--- src/rtl/stage_mem_pkg.sv ---
// Shared pipeline definitions: MEM-stage FSM state encodings, ALU opcodes and small decode helpers.
// Imported by the MEM stage and its control FSM.
package stage_mem_pkg;

  typedef enum logic {
    IDLE = 1'b0,
    WAIT = 1'b1
  } mem_state_e;

  typedef enum logic [3:0] {
    ALU_ADD = 4'h0,
    ALU_SUB = 4'h1,
    ALU_AND = 4'h2,
    ALU_OR  = 4'h3,
    ALU_XOR = 4'h4,
    ALU_SLL = 4'h5,
    ALU_SRL = 4'h6,
    ALU_SRA = 4'h7,
    ALU_SLT = 4'h8
  } alu_op_e;

  function automatic logic is_mem_op(input logic rd, input logic wr);
    return rd | wr;
  endfunction

endpackage

--- src/rtl/stage_mem_fsm.sv ---
// MEM-stage control: accepts in IDLE, waits in WAIT for mem_ack; completion is visible one edge after accept/ack.
// Stall and mem_req are pure decodes of the registered state, so upstream holds for exactly the WAIT cycles.
module stage_mem_fsm
  import stage_mem_pkg::*;
(
  input  logic clk,
  input  logic rst_n,
  input  logic valid,
  input  logic flush,
  input  logic mem_op,
  input  logic misaligned,
  input  logic mem_ack,
  output logic accept_direct,
  output logic accept_mem,
  output logic complete_mem,
  output logic stall,
  output logic mem_req
);

  mem_state_e state, state_nxt;
  logic       accept;

  assign accept = valid & ~flush;

  always_ff @(posedge clk or negedge rst_n) begin
    if (!rst_n) begin
      state <= IDLE;
    end else begin
      state <= state_nxt;
    end
  end

  always_comb begin
    state_nxt = state;
    case (state)
      IDLE: if (accept && mem_op && !misaligned) state_nxt = WAIT;
      WAIT: if (mem_ack) state_nxt = IDLE;
    endcase
  end

  // An access already in WAIT predates any flush, so ack is the only way out.
  always_comb begin
    accept_direct = 1'b0;
    accept_mem    = 1'b0;
    complete_mem  = 1'b0;
    stall         = 1'b0;
    mem_req       = 1'b0;
    case (state)
      IDLE: begin
        accept_direct = accept & (~mem_op | misaligned);
        accept_mem    = accept & mem_op & ~misaligned;
      end
      WAIT: begin
        complete_mem = mem_ack;
        stall        = 1'b1;
        mem_req      = 1'b1;
      end
    endcase
  end

endmodule

--- src/rtl/stage_mem.sv ---
// MEM stage: non-memory ops 1 cycle, memory ops 1 + ack-wait cycles; Stall holds upstream while an access is in flight.
// Optional MEM_ALIGN_CHECK_EN turns word-misaligned accesses into immediate, request-free completions.
module stage_mem
  import stage_mem_pkg::*;
#(
  parameter int DW = 32
) (
  input  logic          clk,
  input  logic          rst_n,
  input  logic          BeginStageMEM_Valid,
  input  logic          CS_MemRead,
  input  logic          CS_MemWrite,
  input  logic          Flush,
  input  logic [DW-1:0] BeginStageMEM_Inst,
  input  logic [DW-1:0] BeginStageMEM_NewPC,
  input  logic [DW-1:0] BeginStageMEM_RegDataB,
  input  logic [DW-1:0] BeginStageMEM_ALUOutput,
  input  logic          BeginStageMEM_Condition,
  output logic          Stall,
  output logic          mem_req,
  output logic          mem_we,
  output logic [DW-1:0] mem_addr,
  output logic [DW-1:0] mem_wdata,
  input  logic [DW-1:0] mem_rdata,
  input  logic          mem_ack,
  output logic          EndStageMEM_Valid,
  output logic [DW-1:0] EndStageMEM_Inst,
  output logic [DW-1:0] EndStageMEM_NewPC,
  output logic [DW-1:0] EndStageMEM_ALUOutput,
  output logic [DW-1:0] EndStageMEM_MemData,
  output logic          EndStageMEM_Condition,
  output logic          EndStageMEM_Misaligned
);

  logic          mem_op;
  logic          misaligned;
  logic          accept_direct;
  logic          accept_mem;
  logic          complete_mem;
  logic          hold_we;
  logic          hold_cond;
  logic [DW-1:0] hold_addr;
  logic [DW-1:0] hold_wdata;
  logic [DW-1:0] hold_inst;
  logic [DW-1:0] hold_newpc;

  assign mem_op = is_mem_op(CS_MemRead, CS_MemWrite);

`ifdef MEM_ALIGN_CHECK_EN
  assign misaligned = mem_op & (|BeginStageMEM_ALUOutput[1:0]);
`else
  assign misaligned = 1'b0;
`endif

  stage_mem_fsm u_fsm (
    .clk           (clk),
    .rst_n         (rst_n),
    .valid         (BeginStageMEM_Valid),
    .flush         (Flush),
    .mem_op        (mem_op),
    .misaligned    (misaligned),
    .mem_ack       (mem_ack),
    .accept_direct (accept_direct),
    .accept_mem    (accept_mem),
    .complete_mem  (complete_mem),
    .stall         (Stall),
    .mem_req       (mem_req)
  );

  // Effective address doubles as the ALU result passed to write-back.
  assign mem_we    = mem_req & hold_we;
  assign mem_addr  = hold_addr;
  assign mem_wdata = hold_wdata;

  always_ff @(posedge clk or negedge rst_n) begin
    if (!rst_n) begin
      hold_we    <= 1'b0;
      hold_cond  <= 1'b0;
      hold_addr  <= '0;
      hold_wdata <= '0;
      hold_inst  <= '0;
      hold_newpc <= '0;
    end else if (accept_mem) begin
      hold_we    <= CS_MemWrite;
      hold_cond  <= BeginStageMEM_Condition;
      hold_addr  <= BeginStageMEM_ALUOutput;
      hold_wdata <= BeginStageMEM_RegDataB;
      hold_inst  <= BeginStageMEM_Inst;
      hold_newpc <= BeginStageMEM_NewPC;
    end
  end

  always_ff @(posedge clk or negedge rst_n) begin
    if (!rst_n) begin
      EndStageMEM_Valid     <= 1'b0;
      EndStageMEM_Inst      <= '0;
      EndStageMEM_NewPC     <= '0;
      EndStageMEM_ALUOutput <= '0;
      EndStageMEM_MemData   <= '0;
      EndStageMEM_Condition <= 1'b0;
    end else begin
      EndStageMEM_Valid <= accept_direct | complete_mem;
      if (accept_direct) begin
        EndStageMEM_Inst      <= BeginStageMEM_Inst;
        EndStageMEM_NewPC     <= BeginStageMEM_NewPC;
        EndStageMEM_ALUOutput <= BeginStageMEM_ALUOutput;
        EndStageMEM_MemData   <= '0;
        EndStageMEM_Condition <= BeginStageMEM_Condition;
      end else if (complete_mem) begin
        EndStageMEM_Inst      <= hold_inst;
        EndStageMEM_NewPC     <= hold_newpc;
        EndStageMEM_ALUOutput <= hold_addr;
        EndStageMEM_MemData   <= hold_we ? '0 : mem_rdata;
        EndStageMEM_Condition <= hold_cond;
      end
    end
  end

`ifdef MEM_ALIGN_CHECK_EN
  logic mis_q;

  always_ff @(posedge clk or negedge rst_n) begin
    if (!rst_n) begin
      mis_q <= 1'b0;
    end else if (accept_direct) begin
      mis_q <= misaligned;
    end else if (complete_mem) begin
      mis_q <= 1'b0;
    end
  end

  assign EndStageMEM_Misaligned = mis_q;
`else
  assign EndStageMEM_Misaligned = 1'b0;
`endif

endmodule
--- config.mk ---
export PLATFORM = sky130hd
export DESIGN_NAME = stage_mem
export DESIGN_NICKNAME = d
export VERILOG_FILES = /design/src/rtl/stage_mem_pkg.sv /design/src/rtl/stage_mem_fsm.sv /design/src/rtl/stage_mem.sv
export SDC_FILE = /design/constraint.sdc
export NUM_CORES = 1
export LEC_CHECK = 0
export BUFFER_PORTS_ARGS = -buffer_cell sky130_fd_sc_hd__buf_2
export CAP_MARGIN = 15
export CORE_AREA = 2 2 141 143
export DETAILED_ROUTE_END_ITERATION = 8
export DIE_AREA = 0 0 143 145
export PLACE_DENSITY_LB_ADDON = 0.05
export SLEW_MARGIN = 20
export SYNTH_ARGS = -nofsm -noshare
export SYNTH_HDL_FRONTEND = slang
export SYNTH_SLANG_ARGS = --single-unit
--- constraint.sdc ---
create_clock -name clk -period 3.3 [get_ports clk]
set_clock_uncertainty 0.15 [all_clocks]
set_input_delay 0.66 -clock clk [delete_from_list [all_inputs] [get_ports clk]]
set_output_delay 0.66 -clock clk [all_outputs]
set_load 0.02 [all_outputs]
==> results.cfg, run 1 <==
[power_and_ir_drop]
switching_share_pct = 32.21
switchingPower_uw = 3375
pwr-share-seq_pct = 43.4
finalPower_uw = 10480
pwr-share-comb_pct = 27.5
p_clk_share_pct = 29.1
p_leak_uw = 0.006899
p_int_uw = 7102
vdd_drop_max_uv = 448.1
p_per_area_nw_per_um2 = 792.6

[cells_and_area]
fin_nets = 1206
design_area_sq_um = 13220
drive_above_1_share_pct = 44.65
fillers = 1411
syn2layout_area_growth_pct = 28.70

[cts]
cts_resized = 0
clock-sinks = 261
cts-root-buf = clkbuf_16
htreeDepth = 1
numCtsBuffers = 26
cts_buffer_depth = 3
cts_tree = done
clock_latency_ns = 0.52
clkTransAtPathRegs_ns = 0.06

[min_path]
hold_class = primary input to flop
min_path_cells = 2

[setup_path]
slowest_delay_ns = 0.50
path_buf_inv = 2
cpMaxStageDelayCell = buf_4
crit_chain = buf_4 > and2_1 > buf_2
cp_max_fo = 65
cp.depth = 3
worstPathRequired_ns = 2.49
critical_path.startpoint_type = flop
worstPathArrival_ns = 1.83
ff2ff_path_depth = 4
path_delay_family = buffers and inverters
worstSetupEndpointType = primary output
worstSetupPathType = flop to primary output

[grt]
grt_pass1_vias = 7413
grt_pass1_wl_microns = 41500
antenna_found_initial = 3
grt-ovfl-total = 0
grt_max_degree = 99
grt_use_total_pct = 25.17

[timing]
finalCritPeriodShare_pct = 79.91
final.setup.tns_ns = 0
slew-limit-headroom_pct = 37.29
fin_ws_ns = 0.6629
finalSetupViolCount = 0
tightest_slew_ns = 0.9407
fmax_mhz = 379.2
drv_slew = 0
rsz0062_at_grt = no
period_minus_slack_ns = 2.637
hold_slack_ns = 0.1982
hold_viol = 0

[logic_synthesis]
synth_warnings = 0
yosysSeqAreaShare_pct = 63.59
ys_ff_latch = 261
ys_top_cells_by_area = dfrtp_1 64%, mux2_1 9.8%, a221o_1 9.5%
synth_top_area_share_pct = 63.59
syn_avg_cell_area_sq_um = 14.78
async_reset_ff_share_pct = 100.0
yosysMostFrequentCell = dfrtp_1
synthCells = 695
synth_nets = 863
yosysTopAreaCell = dfrtp_1
synth_flop_cell = dfrtp_1
synth_edf_count = 0
ys_types = 19
syn-cell-area_sq_um = 10270
synthTopCellsByCount = 261 x dfrtp_1, 97 x a221o_1, 97 x and3_1

[floorplanning]
rows = 51
design.core.area_sq_um = 19210
io_pins = 366
dieArea_sq_um = 20740
die_w_microns = 143
die_h_microns = 145
start_util_pct = 53.48

[routing]
routed_wl_microns = 26570
wl_per_cell_microns = 20.04
viasPerCell = 5.572
antenna_left = 0
dr.pass1.iters = 6
drtIter0Drc = 363
drcViolationCount = 0
vias = 7388

[placed_design]
place.gp.congestion = 0.8030
port_buffers = 364
hpwl_microns = 17370
post_dp_cell_area_sq_um = 12290
pre_cts_ws_ns = 0.7193

[run_status]
outcome = finished, final reports clean

[run]
maxCapViolCount = 0
-- metal layers --
metal	global-route usage, %	vias to the layer above	wire length, microns
met5	0	-	0
met4	7.574	0	668
met3	5.842	43	2052
met2	40.05	292	12780
met1	34.63	3711	11070
li1	-	3342	-
-- state kept, by name, indices dropped and copies added, names as in the netlist --
name	flops
mem_wdata	32
EndStageMEM_Valid	1
EndStageMEM_Condition	1
EndStageMEM_MemData	32
EndStageMEM_Inst	32
EndStageMEM_ALUOutput	32
hold_inst	32
hold_cond	1
hold_we	1
EndStageMEM_NewPC	32
hold_newpc	32
u_fsm.state	1
mem_addr	32
-- worst register-to-register path, stage by stage, from the launching register on --
cell and delay (ns):
dfrtp_2 0.44, nor3b_2 0.41, o21ai_4 0.32, buf_4 0.36
mux2_1 0.37
-- cell usage in the layout, fill, tap and decap left out, types with 2 or more instances in the layout --
cell,instances
clkbuf_8,9
clkinv_2,7
dfrtp_1,260
bufinv_16,2
buf_2,363
a22o_1,32
diode_2,4
clkbuf_1,2
clkbuf_16,27
mux2_1,89
inv_1,2
mux2_2,41
and3_1,97
buf_4,10
buf_12,5
a221o_1,97
-- per-stage QoR --
stage / utilization [%] / std cells
after floorplan: - / 695
final: 68.82 / 1326
after detailed placement: 64.00 / 1274
after global placement: 64.00 / 1274
after global routing: 68.81 / 1325
after CTS: 68.75 / 1322
-- final timing paths --
kind,end,from,slack (ns)
setup / recovery,mem_we,u_fsm.state$_DFF_PN0_,0.66
hold / removal,mem_wdata[25]$_DFFE_PN0P_,BeginStageMEM_RegDataB[25],0.20
setup reg to reg,mem_wdata[0]$_DFFE_PN0P_,u_fsm.state$_DFF_PN0_,1.13
hold reg to reg,hold_inst[0]$_DFFE_PN0P_,hold_inst[0]$_DFFE_PN0P_,0.33
max in group asynchronous,EndStageMEM_MemData[7]$_DFFE_PN0P_,rst_n,1.65
min in group asynchronous,EndStageMEM_NewPC[10]$_DFFE_PN0P_,rst_n,0.55
-- power groups by stage --
stage          Clock [uW]  Combinational [uW]  Sequential, uW
5_1_grt              3260                3090            4650
3_3_place_gp            0                2870            4560
4_1_cts              3100                2930            4540
3_5_place_dp            0                2940            4570
2_1_floorplan           0                 919            5360
6_report             3050                2880            4550
-- cell families after synthesis --
logic type,share of synthesized area [%]
flip-flops,63.59
other,0.03651
multiplexers,14.25
AO/OA/AOI/OAI,12.43
buffers and inverters,3.435
AND/OR/NAND/NOR,6.261
-- area by class of cell --
cell class	count	area, sq um	area share, %
Antenna cell	4	10.01	0.07572
Clock buffer	38	807.0	6.105
Clock inverter	9	95.09	0.7194
Inverter	2	7.507	0.05679
Multi-Input combinational cell	366	3407	25.77
Sequential cell	261	6533	49.42
Tap cell	265	331.6	2.508
Timing Repair Buffer	381	2028	15.34
-- timing repair --
item | CTS | global route
hold endpoints to repair | 22 | 0
buffers inserted | 0 | 0
hold buffers | 1 | 0
Power figures use the tool's default switching activity.
==> run 2, diff against run 1 <==
CORE_AREA = 2 2 147 149   (was 2 2 141 143)
DIE_AREA = 0 0 149 151   (was 0 0 143 145)
clock period = 2.64 ns   (was 3.3 ns; I/O delays follow)
==> results.cfg, run 2 (synthesis results as in run 1) <==
[cts]
htreeDepth = 1
cts.hold.buffers_added = 1
cts_tree = done
cts-root-buf = clkbuf_16
clock_latency_ns = 0.51
cts_resized = 0
post-cts-setup-buffers = 0
clkTransAtPathRegs_ns = 0.06
cts_buffer_depth = 3
clock-sinks = 261
numCtsBuffers = 26

[cells_and_area]
final_common_cell = buf_2
fin_util_pct = 63.87
fin_nets = 1208
drive_above_1_share_pct = 44.57
syn2layout_area_growth_pct = 29.49
fillers = 1659
layout_common_cells = 363 x buf_2, 260 x dfrtp_1, 97 x and3_1, 97 x a221o_1, 89 x mux2_1

[routing]
dr.pass1.iters = 5
drtIter0Drc = 419
drcViolationCount = 0
viasPerCell = 5.506
wl_per_cell_microns = 20.24
vias = 7367
routed_wl_microns = 27080
antenna_left = 0

[run_status]
outcome = finished, final reports clean

[setup_path]
worstPathArrival_ns = 1.69
worstSetupEndpointType = primary output
worstPathRequired_ns = 1.96
cp_max_fo = 101
worstSetupPathType = flop to primary output
critical_path.startpoint_type = flop

[timing]
period_minus_slack_ns = 2.372
tightest_slew_ns = 0.6552
final.setup.tns_ns = 0
slew-limit-headroom_pct = 56.32
hold_viol = 0
fmax_mhz = 421.6
drv_slew = 0
rsz0062_at_grt = no
finalCritPeriodShare_pct = 89.85
finalSetupViolCount = 0

[power_and_ir_drop]
vdd_drop_max_uv = 561.3
p_per_area_nw_per_um2 = 982.2
p_leak_uw = 0.006917

[floorplanning]
rows = 53
design.core.area_sq_um = 20820
start_util_pct = 49.33
die_h_microns = 151
die_w_microns = 149
io_pins = 366
dieArea_sq_um = 22500

[grt]
grt_use_total_pct = 23.53
grt_pass1_wl_microns = 41700
grt-ovfl-total = 0
grt_pass1_vias = 7397
grt_max_degree = 102
antenna_found_initial = 3

[min_path]
hold_class = primary input to flop

[placed_design]
hpwl_microns = 17940
place.gp.congestion = 0.7751
port_buffers = 364

[run]
maxCapViolCount = 0
==> run 2: cell count changes in the layout (fill, tap and decap cells not counted) <==
| cell | before | now |
|---|---|---|
| clkinv_2 | 7 | 6 |
| buf_4 | 10 | 7 |
| clkinvlp_4 | 0 | 1 |
| buf_6 | 1 | 0 |
| buf_12 | 5 | 11 |
| clkbuf_1 | 2 | 4 |
| clkbuf_8 | 9 | 7 |
==> run 2: power breakdown <==
group,switching [uW],internal [uW]
logic,2130,1510
registers,594,5080
clock network,1500,2250
total,4220,8850
==> run 2: worst paths after layout <==
path	start	to	slack (ns)	cells past startpoint
min reg2reg	hold_inst[16]$_DFFE_PN0P_	hold_inst[16]$_DFFE_PN0P_	0.33	1
max reg2reg	u_fsm.state$_DFF_PN0_	mem_wdata[13]$_DFFE_PN0P_	0.54	5
min	BeginStageMEM_RegDataB[16]	mem_wdata[16]$_DFFE_PN0P_	0.07	2
min in group asynchronous	rst_n	hold_newpc[9]$_DFFE_PN0P_	0.39	2
max	u_fsm.state$_DFF_PN0_	mem_we	0.27	3
max in group asynchronous	rst_n	mem_wdata[10]$_DFFE_PN0P_	1.25	3
==> run 2: through the flow <==
| step | total power [uW] | hold slack [ns] | cells | setup WS (ns) | area (sq um) |
|---|---|---|---|---|---|
| after floorplan | 7854 | 0.08241 | 695 | 0.7946 | 10270 |
| after global placement | 9335 | 0.3152 | 1286 | 0.4039 | 12400 |
| after detailed placement | 9406 | 0.3235 | 1286 | 0.3941 | 12400 |
| after CTS | 13200 | 0.05590 | 1334 | 0.2285 | 13290 |
| after global routing | 13720 | 0.05606 | 1336 | 0.1766 | 13300 |
| final | 13060 | 0.07079 | 1338 | 0.2679 | 13300 |
==> run 2: area by class of cell <==
cell class	count	area, sq um	area share [%]
Antenna cell	4	10.01	0.07526
Clock buffer	38	787.0	5.917
Clock inverter	9	97.59	0.7338
Inverter	2	7.507	0.05644
Multi-Input combinational cell	366	3407	25.62
Sequential cell	261	6533	49.12
Tap cell	275	344.1	2.587
Timing Repair Buffer	383	2115	15.90
==> run 2: critical path: stages, from the launching register on <==
cell,delay [ns]
dfrtp_2,0.43
buf_12,0.36
and2_1,0.19
buf_2,0.19
==> run 2: metal layers <==
layer  track usage, %  up-vias  share of wire, %
met2            38.02      271                48
li1                 -     3349                 -
met5                0        -             0.048
met4            6.429        2               2.3
met3            5.723       41               7.6
met1            32.10     3704                42
==> run 3, diff against run 2 <==
==> constraint.sdc (replaced) <==
create_clock -name clk -period 2.64 [get_ports clk]
set_clock_uncertainty 0.15 [all_clocks]
set_input_delay 0.264 -clock clk [delete_from_list [all_inputs] [get_ports clk]]
set_output_delay 0.264 -clock clk [all_outputs]
set_load 0.02 [all_outputs]
==> results.cfg, run 3 (synthesis results as in run 1) <==
[cts]
numCtsBuffers = 28
cts-root-buf = clkbuf_16
htreeDepth = 1
cts_tree = done
cts_resized = 0
clkTransAtPathRegs_ns = 0.06
clock_latency_ns = 0.53
cts_buffer_depth = 3
clock-sinks = 261

[floorplanning]
io_pins = 366
start_util_pct = 49.33
rows = 53
dieArea_sq_um = 22500
design.core.area_sq_um = 20820
die_w_microns = 149
die_h_microns = 151

[setup_path]
cpMaxStageDelayCell = buf_4
ff2ff_path_depth = 4
path_buf_inv = 2
cp.depth = 3
crit-reg2reg-launch = u_fsm.state$_DFF_PN0_
r2r_setup_slack_ns = 0.57
path_delay_family = buffers and inverters
slowest_delay_ns = 0.42
worstPathRequired_ns = 2.23
cp_max_fo = 52
crit_chain = buf_4 > and2_1 > buf_2
critical_path.startpoint_type = flop
reg2reg_to = mem_addr[1]$_DFFE_PN0P_
worstSetupPathType = flop to primary output
worstPathArrival_ns = 1.73
worstSetupEndpointType = primary output

[routing]
viasPerCell = 5.399
antenna_left = 0
drcViolationCount = 0
drtIter0Drc = 316
vias = 8083
wl_per_cell_microns = 19.17
routed_wl_microns = 28700
dr.pass1.iters = 4

[grt]
grt_pass1_wl_microns = 44380
grt_use_total_pct = 24.76
grt_pass1_vias = 8498
grt-ovfl-total = 0
antenna_found_initial = 0
grt_max_degree = 99

[cells_and_area]
fin_nets = 1369
layout_common_cells = 363 x buf_2, 260 x dfrtp_1, 163 x dlygate4sd3_1
syn2layout_area_growth_pct = 45.23
diodes = 0
drive_above_1_share_pct = 38.63
final_common_cell = buf_2

[power_and_ir_drop]
finalPower_uw = 13560
p_int_uw = 9247
p_clk_share_pct = 30.0
p_leak_uw = 0.007602
p_per_area_nw_per_um2 = 908.9
pwr-share-seq_pct = 41.8
switching_share_pct = 31.80
pwr-share-comb_pct = 28.2
vdd_drop_max_uv = 531.1
switchingPower_uw = 4311

[min_path]
hold_class = primary input to async pin

[run_status]
outcome = finished, final reports clean

[timing]
fin_ws_ns = 0.4944
drv_slew = 0
finalSetupViolCount = 0
hold_viol = 0
final.setup.tns_ns = 0
rsz0062_at_grt = no
tightest_slew_ns = 0.9902
slew-limit-headroom_pct = 33.99
fmax_mhz = 466.1
period_minus_slack_ns = 2.146
finalCritPeriodShare_pct = 81.27

[placed_design]
pre_cts_ws_ns = 0.5786
hpwl_microns = 17110
port_buffers = 364
place.gp.congestion = 0.7866

[run]
maxCapViolCount = 0
[run 3: power by group through the flow]
| stage | clock, uW | combinational [uW] | sequential (uW) |
|---|---|---|---|
| CTS | 4150 | 3860 | 5660 |
| global placement | 0 | 3610 | 5690 |
| floorplan | 0 | 1150 | 6710 |
| detailed placement | 0 | 3670 | 5680 |
| global route | 4320 | 4090 | 5810 |
| finish | 4060 | 3830 | 5670 |
[run 3: timing repair]
item / CTS / global route
setup buffers: 0 / 0
hold buffers: 163 / 0
hold endpoints to repair: 416 / 0
[run 3: worst max path at each step]
stage                                     start                         end  slack (ns)
after floorplan           u_fsm.state$_DFF_PN0_     mem_addr[0]$_DFFE_PN0P_        0.87
after global placement    u_fsm.state$_DFF_PN0_     mem_addr[1]$_DFFE_PN0P_        0.64
after detailed placement  u_fsm.state$_DFF_PN0_  hold_newpc[21]$_DFFE_PN0P_        0.58
after CTS                 u_fsm.state$_DFF_PN0_                      mem_we        0.45
after global routing      u_fsm.state$_DFF_PN0_                      mem_we        0.41
final                     u_fsm.state$_DFF_PN0_                      mem_we        0.49
[run 3: per-layer routing]
metal  wire [microns]  global-route usage (%)  vias to the layer above
met5                0                       0                        -
met2            13870                   41.96                      313
met4              904                   8.571                        0
met1            11900                   31.69                     4042
met3             2031                   5.452                       64
li1                 -                       -                     3664
[run 3: stage by stage]
stage	cell area (sq um)	util (%)	cells	hold WS (ns)
floorplan	10270	-	695	-0.1816
CTS	14920	71.64	1497	0.1282
global placement	12310	59.12	1283	0.1037
detailed placement	12310	59.12	1283	0.09622
finish	14920	71.64	1497	0.1273
global route	14920	71.64	1497	0.1613
[run 3: layout make-up]
cell class                      instances  area (sq um)
Multi-Input combinational cell        366          3407
Sequential cell                       261          6533
Inverter                                2         7.507
Timing Repair Buffer                  542          3651
Tap cell                              275         344.1
Clock buffer                           42         854.6
Fill cell                            1466          5906
Clock inverter                          9         120.1
